--- src/rtl/video_page_engine.sv ---
// Page fill/copy engine for 4 pages of WIDTH x HEIGHT 4-bit pixels. FILL writes from T+1 and finishes with done at T+PAGE+1. COPY reads from T+1, writes one cycle behind, and finishes with done at T+N*WIDTH+2.
// Backpressure: one command at a time; cmd_ready only in IDLE, and commands offered while busy are simply left waiting.
module video_page_engine #(
  parameter int WIDTH  = 320,
  parameter int HEIGHT = 200,
  parameter int ADDR_W = 18
) (
  input  logic              clk,
  input  logic              reset,
  input  logic              cmd_valid,
  output logic              cmd_ready,
  input  logic [1:0]        cmd_op,
  input  logic [1:0]        cmd_dst,
  input  logic [1:0]        cmd_src,
  input  logic [3:0]        cmd_color,
  input  logic [8:0]        cmd_vscroll,
  output logic              busy,
  output logic              done,
  output logic [ADDR_W-1:0] mem_raddr,
  input  logic [3:0]        mem_rdata,
  output logic [ADDR_W-1:0] mem_waddr,
  output logic [3:0]        mem_wdata,
  output logic              mem_we
);

  localparam int PAGE = WIDTH * HEIGHT;
  localparam logic [ADDR_W-1:0] ROW_STEP = ADDR_W'(WIDTH);

  typedef enum logic [2:0] {S_IDLE, S_FILL, S_COPY, S_DRAIN, S_DONE} state_t;

  state_t            state_q;
  logic [8:0]        x_q, rows_q;
  logic              asc_q, pass_q, we_q, done_q;
  logic [ADDR_W-1:0] rd_row_q, wr_row_q, raddr_q, waddr_q;
  logic [3:0]        wdata_q;

  function automatic logic [ADDR_W-1:0] page_base(input logic [1:0] p);
    case (p)
      2'd0:    return '0;
      2'd1:    return ADDR_W'(PAGE);
      2'd2:    return ADDR_W'(2 * PAGE);
      default: return ADDR_W'(3 * PAGE);
    endcase
  endfunction

  // Constant multiply, used only to seed the row bases at accept time.
  function automatic logic [ADDR_W-1:0] row_off(input logic [8:0] r);
    return ADDR_W'(r) * ROW_STEP;
  endfunction

  logic [8:0]        abs_vs_d, nrows_d, src_row_d, dst_row_d;
  logic              asc_d, rows_ok_d, last_x, last_row;
  logic [ADDR_W-1:0] rd_start_d, wr_start_d, rd_next_d, wr_next_d;

  always_comb begin
    abs_vs_d   = cmd_vscroll[8] ? (~cmd_vscroll + 9'd1) : cmd_vscroll;
    asc_d      = cmd_vscroll[8] || (cmd_vscroll == 9'd0);
    rows_ok_d  = abs_vs_d < 9'(HEIGHT);
    nrows_d    = 9'(HEIGHT) - abs_vs_d;
    // Positive scroll walks rows bottom-up so an in-place copy never reads an overwritten row.
    src_row_d  = asc_d ? abs_vs_d : (9'(HEIGHT - 1) - cmd_vscroll);
    dst_row_d  = asc_d ? 9'd0 : 9'(HEIGHT - 1);
    rd_start_d = page_base(cmd_src) + row_off(src_row_d);
    wr_start_d = page_base(cmd_dst) + row_off(dst_row_d);
    rd_next_d  = asc_q ? (rd_row_q + ROW_STEP) : (rd_row_q - ROW_STEP);
    wr_next_d  = asc_q ? (wr_row_q + ROW_STEP) : (wr_row_q - ROW_STEP);
    last_x     = (x_q == 9'(WIDTH - 1));
    last_row   = (rows_q == 9'd1);
  end

  always_ff @(posedge clk or negedge reset) begin
    if (!reset) begin
      state_q  <= S_IDLE;
      x_q      <= '0;
      rows_q   <= '0;
      asc_q    <= 1'b0;
      pass_q   <= 1'b0;
      we_q     <= 1'b0;
      done_q   <= 1'b0;
      rd_row_q <= '0;
      wr_row_q <= '0;
      raddr_q  <= '0;
      waddr_q  <= '0;
      wdata_q  <= '0;
    end else begin
      case (state_q)
        S_IDLE: begin
          if (cmd_valid) begin
            x_q    <= '0;
            pass_q <= 1'b0;
            if (cmd_op == 2'd0) begin
              state_q <= S_FILL;
              rows_q  <= 9'(HEIGHT);
              we_q    <= 1'b1;
              waddr_q <= page_base(cmd_dst);
              wdata_q <= cmd_color;
            end else if (cmd_op == 2'd1 && rows_ok_d) begin
              state_q  <= S_COPY;
              rows_q   <= nrows_d;
              asc_q    <= asc_d;
              rd_row_q <= rd_start_d;
              wr_row_q <= wr_start_d;
              raddr_q  <= rd_start_d;
            end else begin
              state_q <= S_DONE;
              done_q  <= 1'b1;
            end
          end
        end
        S_FILL: begin
          if (last_x && last_row) begin
            we_q    <= 1'b0;
            state_q <= S_DONE;
            done_q  <= 1'b1;
          end else begin
            waddr_q <= waddr_q + ADDR_W'(1);
            x_q     <= last_x ? 9'd0 : x_q + 9'd1;
            if (last_x) rows_q <= rows_q - 9'd1;
          end
        end
        S_COPY: begin
          // Write lags read by one cycle; data passes straight from mem_rdata.
          we_q    <= 1'b1;
          pass_q  <= 1'b1;
          waddr_q <= wr_row_q + ADDR_W'(x_q);
          if (last_x && last_row) begin
            state_q <= S_DRAIN;
          end else if (last_x) begin
            x_q      <= '0;
            rows_q   <= rows_q - 9'd1;
            rd_row_q <= rd_next_d;
            wr_row_q <= wr_next_d;
            raddr_q  <= rd_next_d;
          end else begin
            x_q     <= x_q + 9'd1;
            raddr_q <= raddr_q + ADDR_W'(1);
          end
        end
        S_DRAIN: begin
          we_q    <= 1'b0;
          pass_q  <= 1'b0;
          state_q <= S_DONE;
          done_q  <= 1'b1;
        end
        default: begin
          done_q  <= 1'b0;
          state_q <= S_IDLE;
        end
      endcase
    end
  end

  assign cmd_ready = (state_q == S_IDLE);
  assign busy      = !cmd_ready;
  assign done      = done_q;
  assign mem_we    = we_q;
  assign mem_raddr = raddr_q;
  assign mem_waddr = waddr_q;
  assign mem_wdata = pass_q ? mem_rdata : wdata_q;

endmodule

--- config.mk ---
export PLATFORM = sky130hd
export DESIGN_NAME = video_page_engine
export DESIGN_NICKNAME = d
export VERILOG_FILES = /design/src/rtl/video_page_engine.sv
export SDC_FILE = /design/constraint.sdc
export NUM_CORES = 1
export LEC_CHECK = 0
export ABC_AREA = 1
export BUFFER_PORTS_ARGS = -buffer_cell sky130_fd_sc_hd__buf_2
export CAP_MARGIN = 20
export CORE_AREA = 5 5 131 121
export CTS_CLUSTER_SIZE = 20
export DETAILED_ROUTE_END_ITERATION = 6
export DIE_AREA = 0 0 136 126
export HOLD_SLACK_MARGIN = 0.08
export PLACE_DENSITY = 0.78
export SYNTH_ARGS = -nofsm -noshare
export SYNTH_HDL_FRONTEND = slang
export SYNTH_SLANG_ARGS = --single-unit
--- constraint.sdc ---
create_clock -name clk -period 3.5 [get_ports clk]
set_clock_uncertainty 0.2 [all_clocks]
set_input_delay 0.7 -clock clk [delete_from_list [all_inputs] [get_ports clk]]
set_output_delay 0.7 -clock clk [all_outputs]
set_load 0.02 [all_outputs]
# After elaboration in Yosys (flattened, before gate mapping)
# Index checks and enable logic that the tools add are counted.
op_classes:
  addsub: 14
  div: 0
  n_lt_le_gt_ge: 1
  n_bitwise: 3
  eq_ne: 23
  n_mul: 2
  n_reduce_logical: 26
  mux: 54
  shift: 0
ops:
  columns: ["operator", "n"]
  rows:
  - ["$mux W18", 17]
  - ["$pmux W18 S3", 3]
  - ["$pmux W18 S2", 3]
  - ["$mux W9", 10]
  - ["$add A18 B1 Y18 const B", 2]
  - ["$add A18 B9 Y18 const B", 2]
  - ["$pmux W9 S2", 2]
  - ["$sub A18 B9 Y18 const B", 2]
  - ["$add A18 B17 Y18", 1]
  - ["$add A18 B18 Y18", 1]
  - ["$add A18 B9 Y18", 1]
  - ["$add A9 B1 Y9 const B", 2]
  - ["$ne A2 B2 Y1 const B", 9]
  - ["$sub A8 B9 Y9 const A", 2]
  - ["$mux W3", 5]
  - ["$reduce_and A5 Y1", 3]
  - ["$mul A9 B3 Y12 const B", 1]
  - ["$pmux W3 S4", 1]
  - ["$reduce_and A4 Y1", 3]
  - ["$mul A8 B3 Y11 const B", 1]
  - ["$eq A9 B1 Y1 const B", 1]
  - ["$eq A9 B9 Y1 const B", 1]
  - ["$logic_not A9 Y1", 1]
  - ["$lt A9 B8 Y1 const B", 1]
  - ["26 further kinds", 48]
totals:
  memories: 0
  out_inout_bits: 44
  latchBits: 0
  ram_bits: 0
  register_bits: 101
  mem_bits_ro: 0

# Longest topological paths before layout
# Gate-level depths: netlist of the first run.
depth:
  word_depth: 10
  depth_mapped: 30
  ltp_nobuf: 29

# Least setup slack after synthesis of the first run
# Ideal clock, no wire load.
synth_path:
  path_type: "in2reg"
  from: "input cmd_vscroll[0]"
  to: "register rd_row_q[17]"
  n_path_buf: 1
  setup_ns: 0.116
  path_slack_ns: -0.928
  stages: 29
  arrival_time_ns: 4.112
  cell_sequence: "inv_2 > ha_1 > nand2_2 > inv_1 > nand3_1 > nand2_1 > inv_1 > buf_2 > o21ai_0 > ha_1 > ha_1 > a21oi_1 > nand2_1 > nand2_1 > nand2_1 > nand2_1 > a21oi_1 > o21ai_0 > nand2_1 > xor2_1 > ha_1 > nand2_1 > nor3_1 > a21oi_1 > nand3b_1 > nand3_1 > nand2_1 > nand2_1 > nand2_1"
synth_via:
  elab_chain_len: 10
synth_rtl:
  columns: ["item", "line_no", "source"]
  rows:
  - ["from (decl)", "16", "input logic [8:0] cmd_vscroll,"]
  - ["$not A9 Y9", "56", "abs_vs_d = cmd_vscroll[8] ? (~cmd_vscroll + 9'd1) : cmd_vscroll;"]
  - ["$add A9 B1 Y9", "56", null]
  - ["$mux W9", "56", null]
  - ["$mux W9", "61", "src_row_d = asc_d ? abs_vs_d : (9'(HEIGHT - 1) - cmd_vscroll);"]
  - ["$mul A9 B3 Y12", "48", "return ADDR_W'(r) * ROW_STEP;"]
  - ["$add A18 B18 Y18", "63", "rd_start_d = page_base(cmd_src) + row_off(src_row_d);"]
  - ["$mux W18", "97", "end else if (cmd_op == 2'd1 && rows_ok_d) begin"]
  - ["$mux W18", "91", "if (cmd_op == 2'd0) begin"]
  - ["$mux W18", "88", "if (cmd_valid) begin"]
  - ["$pmux W18 S2", "86", "case (state_q)"]
  - ["to (signal assigned)", "101", "rd_row_q <= rd_start_d;"]
  - ["to (signal assigned)", "131", "rd_row_q <= rd_next_d;"]
  - ["to (decl)", "34", "logic [ADDR_W-1:0] rd_row_q, wr_row_q, raddr_q, waddr_q;"]
# Parallel ways exist; a longest one is shown, timed or not. The select of a mux whose other input is x is not followed.
# A chain may end at the register's enable or synchronous reset.

# Final worst setup path of the first run
# Same ends and word-level chain as after synthesis.

==> impl_metrics.env, run 1 <==
export IMPL_status="complete, but fails checks"
export IMPL_violations="setup timing"
export IMPL_rsz0062_at_grt="yes"
export IMPL_cp_arrival_ps=4050
export IMPL_cts_tree="yes"
export IMPL_routed_wire_length_per_instance_um=14.8
export IMPL_syn_inst=1265
export IMPL_dr_pass1_iters=6
export IMPL_grt_util_all_layers_pct=26.8
export IMPL_grt_pass1_vias=8197
export IMPL_postRouteAntennaNets=0
export IMPL_irDropWorstVdd_mv=0.519
export IMPL_io_pins=70
export IMPL_worst_ep_required_time_ps=3540
export IMPL_max_freq_ghz=0.249
export IMPL_relSlewSlack_pct=54.4
export IMPL_cpMostUsedCell="nand2_1"
export IMPL_gr_total_overflow=0
export IMPL_grt_pass1_wl_um=38200
export IMPL_antenna_found_initial=0
export IMPL_drt_iter0_drc=704
export IMPL_htreeDepth=3
export IMPL_cts_buffers=9
export IMPL_finalCriticalPeriod_ps=4010
export IMPL_synth_seq_cells=89
export IMPL_fin_area_mm2=0.0105
export IMPL_dp_hpwl_um=17300
export IMPL_yosysWarningCount=0
export IMPL_worstMarginPinSlew_ps=683
export IMPL_drv_cap=0
export IMPL_fp_dieW_um=136
export IMPL_layout_setup_ws_ps=-512
export IMPL_syn_nets=1356
export IMPL_core_area_mm2=0.0143
export IMPL_routed_wl_um=23900
export IMPL_yosysSeqAreaShare_pct=26.5
export IMPL_cts_reportedPaths_clkPinSlew_ps=70
export IMPL_finalCritPeriodShare_pct=115
export IMPL_row_count=42
export IMPL_layout_common_cells="nand2_1 (394), inv_1 (131), nor2_1 (95), dfrtp_1 (89)"
export IMPL_initial_core_util_pct=58.6
export IMPL_n_fill_cell=1126
export IMPL_drv_slew=0
export IMPL_syn2layout_area_growth_pct=24.9
export IMPL_via_per_inst=5.52
export IMPL_remaining_drc_errors=0
export IMPL_setup_violations=14
export IMPL_grt_start_max_net_pins=51
export IMPL_finalNetCount=1505
export IMPL_n_antenna_cell=0
export IMPL_worstPathMaxFanout=5
export IMPL_gp_congestion=0.950
export IMPL_dp_cells=1583
export IMPL_clock_sinks=89
export IMPL_hp_class="input port to asynchronous set/reset pin"
export IMPL_cts_root_buf="clkbuf_16"
export IMPL_critPathKind="input port to flop"
export IMPL_ys_types=60
export IMPL_placed_area_mm2=0.00955
export IMPL_die_h_um=126
export IMPL_synth_avg_cell_area_um2=6.65
export IMPL_end_kind="flop"
export IMPL_fp_dieArea_mm2=0.0171
export IMPL_syn_cell_area_mm2=0.00841
export IMPL_hold_violations=0
export IMPL_max_clock_path_buffers=2
export IMPL_start_kind="input port"
export IMPL_final_common_cell="nand2_1"
export IMPL_clk_latency_ps=350
export IMPL_io_buffers=69
export IMPL_power_density_mw_per_mm2=885
export IMPL_fin_cells=1617
export IMPL_p_leak_uw=0.00535
export IMPL_vias=8925
export IMPL_slowest_stage="ha_1"
export IMPL_cpPeakStageDelay_ps=350
export IMPL_drive_above_1_share_pct=24.2
## worst max-delay path, delay by kind of cell
family	cells	cell delay [ps]
AOI/OAI and AO/OA	4	410
adders and majority gates	3	860
and+or+nand+nor	16	1490
buffers and inverters	4	440
xor gates and xnor gates	1	150
## registers in the layout (all words and copies together), names as in the netlist
register,count
asc_q,1
mem_raddr,18
mem_we,1
x_q,9
rows_q,9
rd_row_q,12
pass_q,1
wr_row_q,12
mem_waddr,18
wdata_q,4
state_q,3
done,1
## metrics by stage
stage               hold slack [ps]  util, %  power (uW)  worst slack (ps)  setup TNS, ps
floorplan                       204        -        6380              -507          -3470
global placement                266     66.5        7680              -841         -10690
detailed placement              280     66.5        7830              -915         -11290
CTS                             202     70.8        9010              -329          -3140
global route                    227     73.2       10100              -715          -7810
finish                          176     73.2        9290              -512          -5470
## cells by family (layout without fill, tap and decap cells)
| group | after synthesis | after routing | synth area share (%) |
|---|---|---|---|
| xor gates and xnor gates | 30 | 30 | 3.13 |
| adders and majority gates | 65 | 65 | 10.0 |
| DFF | 89 | 89 | 26.5 |
| AOI/OAI and AO/OA | 201 | 201 | 13.8 |
| buffers and inverters | 178 | 332 | 9.15 |
| muxes | 5 | 5 | 0.655 |
| and+or+nand+nor | 697 | 697 | 36.7 |
## per-layer routing
layer  track usage [%]  vias to the layer above  share of wire (%)
li1                  -                     4418                  -
met1              36.2                     4132                 43
met2              44.7                      323                 48
met3              4.55                       52                6.9
met4              6.64                        0                2.0
met5                 0                        -                  0
## power by group
part           switching, uW  internal (uW)
Combinational           4000           2340
Sequential               542           1480
Clock                    439            491
Total                   4980           4310
## worst paths after layout
path | startpoint | endpoint | slack, ps | cells after the start
max | cmd_vscroll[0] | rd_row_q[17]$_DFFE_PN0P_ | -510 | 28
min | reset | rows_q[0]$_DFFE_PN0P_ | 180 | 1
max reg2reg | asc_q$_DFFE_PN0P_ | mem_raddr[15]$_DFFE_PN0P_ | 690 | 12
min reg2reg | rd_row_q[8]$_DFFE_PN0P_ | rd_row_q[8]$_DFFE_PN0P_ | 300 | 2
max in group asynchronous | reset | x_q[0]$_DFFE_PN0P_ | 2290 | 2
min in group clk | rd_row_q[8]$_DFFE_PN0P_ | rd_row_q[8]$_DFFE_PN0P_ | 300 | 2
## cells in the mapped netlist, drive strengths merged
| master | n | area [um^2] |
|---|---|---|
| clkbuf | 7 | 36.3 |
| nor3b | 1 | 7.51 |
| a31oi | 10 | 62.6 |
| dfrtp | 89 | 2230 |
| mux2 | 4 | 45.0 |
| o31ai | 2 | 15.0 |
| a211oi | 1 | 7.51 |
| a21o | 3 | 22.5 |
| fa | 4 | 80.1 |
| o211ai | 5 | 37.5 |
| or2 | 5 | 31.3 |
| nand4 | 18 | 113 |
| nand2 | 443 | 1790 |
| nor2 | 110 | 479 |
| a21oi | 56 | 295 |
| buf | 17 | 143 |
| a22oi | 1 | 7.51 |
| o22ai | 8 | 50.1 |
| clkinv | 2 | 12.5 |
| nand3b | 7 | 52.6 |
| a41oi | 4 | 42.6 |
| a32oi | 1 | 8.76 |
| a31o | 1 | 8.76 |
| ha | 61 | 763 |
| mux2i | 1 | 10.0 |
| inv | 152 | 578 |
| o21a | 3 | 22.5 |
| a21boi | 4 | 30.0 |
| and3 | 1 | 6.26 |
| a32o | 1 | 10.0 |
| xnor2 | 11 | 96.3 |
| o21ai | 98 | 521 |
| xor2 | 19 | 166 |
| o21bai | 3 | 22.5 |
| nand3 | 92 | 483 |
| nor3 | 20 | 121 |
## layout make-up
type / instances / area [um^2] / share of cell area [%]
Clock inverter: 6 / 55.1 / 0.524
Timing Repair inverter: 1 / 6.26 / 0.0596
Timing Repair Buffer: 161 / 1140 / 10.8
Clock buffer: 10 / 229 / 2.18
Tap cell: 198 / 248 / 2.36
Multi-Input combinational cell: 998 / 5970 / 56.9
Inverter: 154 / 624 / 5.95
Sequential cell: 89 / 2230 / 21.2
## timing repair
item | in CTS | in global routing
endpoints found under the setup margin | 16 | 16
buffers inserted | 9 | 9
pin swaps | 48 | 42
resized for setup | 62 | 61
hold buffers | 0 | 0
hold endpoints to repair | 0 | 0
gates cloned | 0 | 1
No activity file was read; power rests on OpenSTA's default activity.
==> run 2, diff against run 1 <==
--- a/config.mk
+++ b/config.mk
@@ -10,4 +10,5 @@
 export CAP_MARGIN = 20
 export CORE_AREA = 5 5 131 121
+export CTS_BUF_LIST = sky130_fd_sc_hd__clkbuf_4
 export CTS_CLUSTER_SIZE = 20
 export DETAILED_ROUTE_END_ITERATION = 6
@@ -15,4 +16,5 @@
 export HOLD_SLACK_MARGIN = 0.08
 export PLACE_DENSITY = 0.78
+export SETUP_SLACK_MARGIN = 0.2
 export SYNTH_ARGS = -nofsm -noshare
 export SYNTH_HDL_FRONTEND = slang
==> constraint.sdc (replaced) <==
create_clock -name clk -period 3.5 [get_ports clk]
set_clock_uncertainty 0.2 [all_clocks]
set_input_delay 1.05 -clock clk [delete_from_list [all_inputs] [get_ports clk]]
set_output_delay 1.05 -clock clk [all_outputs]
set_load 0.02 [all_outputs]
==> run 2 against run 1 <==
Net effect: the flow finishes with violations (DRC, setup timing); routed wire length grew 17%; count of clock-buffer cells in the layout shrank 1; cell area grew 5.9%; combinational power grew 20%; setup slack lost 260 ps; die area is the same; via count grew 8.1%; critical endpoint is now mem_raddr[17]$_DFFE_PN0P_; largest power group unchanged.
==> impl_metrics.env, run 2 (synthesis gave the netlist of run 1 again) <==
export IMPL_grt_pass1_vias=8530
export IMPL_die_h_um=126
export IMPL_antenna_found_initial=1
export IMPL_fin_total_pwr_uw=10200
export IMPL_cts_buffers=9
export IMPL_vias=9648
export IMPL_end_kind="flop"
export IMPL_power_frac_seq_pct=20.0
export IMPL_n_fill_cell=1000
export IMPL_irDropWorstVdd_mv=0.629
export IMPL_layout_common_cells="nand2_1 (338), inv_1 (133), nor2_1 (96), buf_4 (94), dfrtp_1 (89)"
export IMPL_clk_latency_ps=520
export IMPL_power_density_mw_per_mm2=920
export IMPL_p_comb_share_pct=74.3
export IMPL_setup_violations=55
export IMPL_max_clock_path_buffers=2
export IMPL_worst_ep_required_time_ps=3760
export IMPL_final_common_cell="nand2_1"
export IMPL_hold_violations=0
export IMPL_reg2reg_setup_slack_ps=660
export IMPL_row_count=42
export IMPL_cpMostUsedCell="nand2_1"
export IMPL_cpPeakStageDelay_ps=300
export IMPL_dp_hpwl_um=17300
export IMPL_cts_root_buf="clkbuf_4"
export IMPL_finalNetCount=1547
export IMPL_routed_wl_um=28100
export IMPL_timing_rr_end="mem_raddr[15]$_DFFE_PN0P_"
export IMPL_finalCriticalPeriod_ps=4270
export IMPL_hold_buffers=0
export IMPL_io_pins=70
export IMPL_fin_area_mm2=0.0111
export IMPL_p_clk_share_pct=5.8
export IMPL_cts_tree="yes"
export IMPL_dr_pass1_iters=7
export IMPL_syn2layout_area_growth_pct=32.3
export IMPL_routed_wire_length_per_instance_um=16.9
export IMPL_rsz0062_at_grt="yes"
export IMPL_status="complete, but fails checks"
export IMPL_critPathKind="input port to flop"
export IMPL_grt_start_max_net_pins=38
export IMPL_violations="DRC, setup timing"
export IMPL_drive_above_1_share_pct=30.3
export IMPL_finish_utilization_pct=77.5
export IMPL_fp_dieW_um=136
export IMPL_core_area_mm2=0.0143
export IMPL_postRouteAntennaNets=0
export IMPL_slowest_stage="ha_4"
export IMPL_path_buf_inv=4
export IMPL_max_freq_ghz=0.234
export IMPL_gr_total_overflow=0
export IMPL_switchingPower_uw=5640
export IMPL_grt_util_all_layers_pct=29.1
export IMPL_cpLargestDelayFamily="simple AND/OR/NAND/NOR gates"
export IMPL_layout_setup_ws_ps=-774
export IMPL_p_leak_uw=0.00570
export IMPL_cp_arrival_ps=4540
export IMPL_cts_reportedPaths_clkPinSlew_ps=170
export IMPL_p_int_uw=4600
export IMPL_worstMarginPinSlew_ps=709
export IMPL_drv_cap=0
export IMPL_io_buffers=69
export IMPL_remaining_drc_errors=7
export IMPL_initial_core_util_pct=58.6
export IMPL_fp_dieArea_mm2=0.0171
export IMPL_relSlewSlack_pct=52.7
export IMPL_p_sw_share_pct=55.1
export IMPL_grt_pass1_wl_um=40900
export IMPL_htreeDepth=3
export IMPL_placed_area_mm2=0.00963
export IMPL_drv_slew=0
export IMPL_reg2reg_depth=12
export IMPL_worstPathMaxFanout=4
export IMPL_start_kind="input port"
export IMPL_timing_rr_start="asc_q$_DFFE_PN0P_"
export IMPL_drt_iter0_drc=980
export IMPL_gp_congestion=0.973
export IMPL_via_per_inst=5.81
export IMPL_clock_sinks=89
export IMPL_finalCritPeriodShare_pct=122
export IMPL_hp_class="input port to asynchronous set/reset pin"
-- run 2: power groups by stage --
stage                     Clock, uW  Sequential [uW]  Combinational, uW
after floorplan                   0             2100               4280
after global placement            0             1990               5810
after detailed placement          0             2000               5910
after CTS                       593             1980               6530
after global routing            635             2110               8250
final                           591             2040               7600
-- run 2: worst register-to-register path, delay by kind of cell (launching register included) --
family                   cells  cell delay [ps]
buffers and inverters        2              620
flip-flops                   1              440
AO/OA/AOI/OAI                3              530
adder cells (fa/ha/maj)      1              400
AND/OR/NAND/NOR              6              510
-- run 2: area by class of cell --
cell class,count,area [um^2],area share [%]
clock inverters,7,60.1,0.540
well taps,198,248,2.23
repair inverters,2,20.0,0.180
clock buffers,9,67.6,0.607
flip-flops and latches,89,2230,20.0
inverters,154,632,5.68
diodes,1,2.50,0.0225
repair buffers,202,1700,15.3
multi-input cells,998,6170,55.4
-- run 2: worst max-delay path by stage --
stage	to	slack, ps	depth (start not counted)	from
6_report	mem_raddr[17]$_DFFE_PN0P_	-770	28	cmd_vscroll[4]
5_1_grt	mem_raddr[17]$_DFFE_PN0P_	-1010	28	cmd_vscroll[4]
4_1_cts	mem_raddr[17]$_DFFE_PN0P_	-550	30	cmd_vscroll[0]
3_5_place_dp	mem_raddr[17]$_DFFE_PN0P_	-1230	30	cmd_vscroll[0]
3_3_place_gp	rd_row_q[17]$_DFFE_PN0P_	-1170	30	cmd_vscroll[0]
2_1_floorplan	rd_row_q[17]$_DFFE_PN0P_	-860	30	cmd_vscroll[0]
-- run 2: what timing repair did --
item | in CTS | in global routing
endpoints found under the hold margin | 0 | 0
setup endpoints to repair | 16 | 55
resized for setup | 83 | 149
gates cloned | 6 | 4
setup buffers | 31 | 13
pin swaps | 26 | 68
-- run 2: per-stage QoR --
stage          hold WS (ps)  setup slack (ps)  TNS, ps  std cells
6_report                272              -774   -28420       1660
5_1_grt                 273             -1010   -32430       1660
4_1_cts                 273              -548   -16780       1642
3_5_place_dp            273             -1230   -16210       1589
3_3_place_gp            269             -1170   -14890       1589
2_1_floorplan           253              -857    -9030       1265
-- run 2: layer usage --
layer	vias to the layer above	GRT usage, %	wire, um
met1	4501	39.7	11400
met2	507	46.0	13100
met3	124	5.26	2300
met4	0	11.0	1280
li1	4516	-	-
met5	-	0	0
==> run 3, diff against run 2 <==
SETUP_SLACK_MARGIN = unset   (was 0.2)
==> run 3 against run 2 <==
Net effect: the run still ends with DRC, setup timing left; count of clock-buffer cells in the layout stayed put; setup slack worse by 30 ps; sequential share of layout area is 0.37 points lower; utilization is 1.4 points higher; total power is 2.6% higher; first-iteration DRC count is 53% higher; clock power is 1% higher; flip-flop and latch count stayed put; cell area is 1.9% higher; largest cell class unchanged.
==> impl_metrics.env, run 3 (synthesis gave the netlist of run 1 again) <==
export IMPL_initial_core_util_pct=58.6
export IMPL_relSlewSlack_pct=49.3
export IMPL_io_buffers=69
export IMPL_reg2reg_setup_slack_ps=480
export IMPL_fp_dieArea_mm2=0.0171
export IMPL_status="complete, but fails checks"
export IMPL_dp_hpwl_um=17300
export IMPL_cts_reportedPaths_clkPinSlew_ps=170
export IMPL_p_clk_share_pct=5.7
export IMPL_p_comb_share_pct=74.5
export IMPL_timing_rr_end="mem_raddr[15]$_DFFE_PN0P_"
export IMPL_grt_pass1_wl_um=41200
export IMPL_htreeDepth=3
export IMPL_cts_root_buf="clkbuf_4"
export IMPL_worstMarginPinSlew_ps=760
export IMPL_critPathKind="input port to flop"
export IMPL_drv_slew=0
export IMPL_postRouteAntennaNets=0
export IMPL_fp_dieW_um=136
export IMPL_n_fill_cell=941
export IMPL_grt_start_max_net_pins=38
export IMPL_cpPeakStageDelay_ps=340
export IMPL_fin_area_mm2=0.0113
export IMPL_dp_cells=1589
export IMPL_cts_tree="yes"
export IMPL_grt_pass1_vias=8665
export IMPL_switchingPower_uw=5890
export IMPL_irDropWorstVdd_mv=0.645
export IMPL_grt_util_all_layers_pct=29.1
export IMPL_layout_common_cells="nand2_1 (340), inv_1 (128), buf_4 (98), nor2_1 (94), dfrtp_1 (89)"
export IMPL_antenna_found_initial=2
export IMPL_syn2layout_area_growth_pct=34.8
export IMPL_hp_class="input port to asynchronous set/reset pin"
export IMPL_worstPathMaxFanout=7
export IMPL_end_kind="flop"
export IMPL_power_frac_seq_pct=19.7
export IMPL_drv_cap=0
export IMPL_rsz0062_at_grt="yes"
export IMPL_placed_area_mm2=0.00963
export IMPL_max_freq_ghz=0.232
export IMPL_timing_rr_start="asc_q$_DFFE_PN0P_"
export IMPL_routed_wire_length_per_instance_um=18.1
export IMPL_power_density_mw_per_mm2=927
export IMPL_finalNetCount=1551
export IMPL_cts_buffers=9
export IMPL_layout_setup_ws_ps=-804
export IMPL_dr_pass1_iters=7
export IMPL_cp_arrival_ps=4580
export IMPL_remaining_drc_errors=56
export IMPL_finalCritPeriodShare_pct=123
export IMPL_row_count=42
export IMPL_io_pins=70
export IMPL_vias=9968
export IMPL_gr_total_overflow=0
export IMPL_clk_latency_ps=530
export IMPL_slowest_stage="ha_1"
export IMPL_post_place_ws_ps=-1230
export IMPL_fin_cells=1666
export IMPL_core_area_mm2=0.0143
export IMPL_die_h_um=126
export IMPL_hold_violations=0
export IMPL_via_per_inst=5.98
export IMPL_violations="DRC, setup timing"
export IMPL_p_leak_uw=0.00577
export IMPL_drt_iter0_drc=1497
export IMPL_start_kind="input port"
export IMPL_reg2reg_depth=11
export IMPL_setup_violations=55
export IMPL_final_common_cell="nand2_1"
export IMPL_routed_wl_um=30200
export IMPL_p_sw_share_pct=56.1
export IMPL_finalCriticalPeriod_ps=4300
export IMPL_drive_above_1_share_pct=31.3
export IMPL_worst_ep_required_time_ps=3780
export IMPL_p_int_uw=4610
export IMPL_clock_sinks=89
export IMPL_cpMostUsedCell="nand2_1"
export IMPL_gp_congestion=0.973
export IMPL_max_clock_path_buffers=2
==> run 3: routing by layer <==
layer	track usage (%)	share of wire [%]	up-vias
met2	47.0	46	653
met1	39.6	38	4601
met5	0	0	-
met3	5.26	9.8	195
met4	9.72	5.7	0
li1	-	-	4519
==> run 3: final cells by class <==
class / instances / area, um^2 / area share [%]
Clock buffer: 9 / 67.6 / 0.596
Inverter: 154 / 638 / 5.63
Tap cell: 198 / 248 / 2.19
Multi-Input combinational cell: 998 / 6350 / 56.0
Antenna cell: 3 / 7.51 / 0.0662
Timing Repair inverter: 2 / 20.0 / 0.177
Timing Repair Buffer: 206 / 1720 / 15.2
Sequential cell: 89 / 2230 / 19.7
Clock inverter: 7 / 60.1 / 0.530
==> run 3: repair_timing <==
action	CTS	global route
buffers inserted	36	20
pin swaps	27	47
endpoints found under the hold margin	0	0
gates cloned	4	6
hold buffers	0	0
gates resized for setup	98	176
endpoints found under the setup margin	16	55
==> run 3: how the worst max path moves through the flow <==
stage | from | end
after floorplan | cmd_vscroll[0] | rd_row_q[17]$_DFFE_PN0P_
after global placement | cmd_vscroll[0] | rd_row_q[17]$_DFFE_PN0P_
after detailed placement | cmd_vscroll[0] | mem_raddr[17]$_DFFE_PN0P_
after CTS | cmd_vscroll[0] | mem_raddr[17]$_DFFE_PN0P_
after global routing | cmd_vscroll[5] | mem_raddr[16]$_DFFE_PN0P_
final | cmd_vscroll[3] | mem_raddr[17]$_DFFE_PN0P_
==> run 3: worst max-delay path, delay by kind of cell <==
kind / cells / cell delay [ps]
AO/OA/AOI/OAI: 7 / 850
XOR/XNOR: 1 / 160
adder cells (fa/ha/maj): 2 / 670
buffers and inverters: 4 / 440
AND/OR/NAND/NOR: 15 / 1390
==> run 3: stage by stage <==
step	hold slack (ps)	util, %	power, uW	TNS [ps]
final	251	79.0	10500	-25630
after global routing	256	79.0	11200	-29390
after CTS	273	72.6	8970	-8880
after detailed placement	273	67.1	7910	-16210
after global placement	269	67.1	7790	-14890
after floorplan	253	-	6380	-9030
==> run 3: power by group through the flow <==
stage / Sequential, uW / Clock [uW] / Combinational, uW
after floorplan: 2100 / 0 / 4280
after global placement: 1990 / 0 / 5810
after detailed placement: 2000 / 0 / 5910
after CTS: 1980 / 593 / 6390
after global routing: 2140 / 646 / 8460
final: 2070 / 599 / 7830
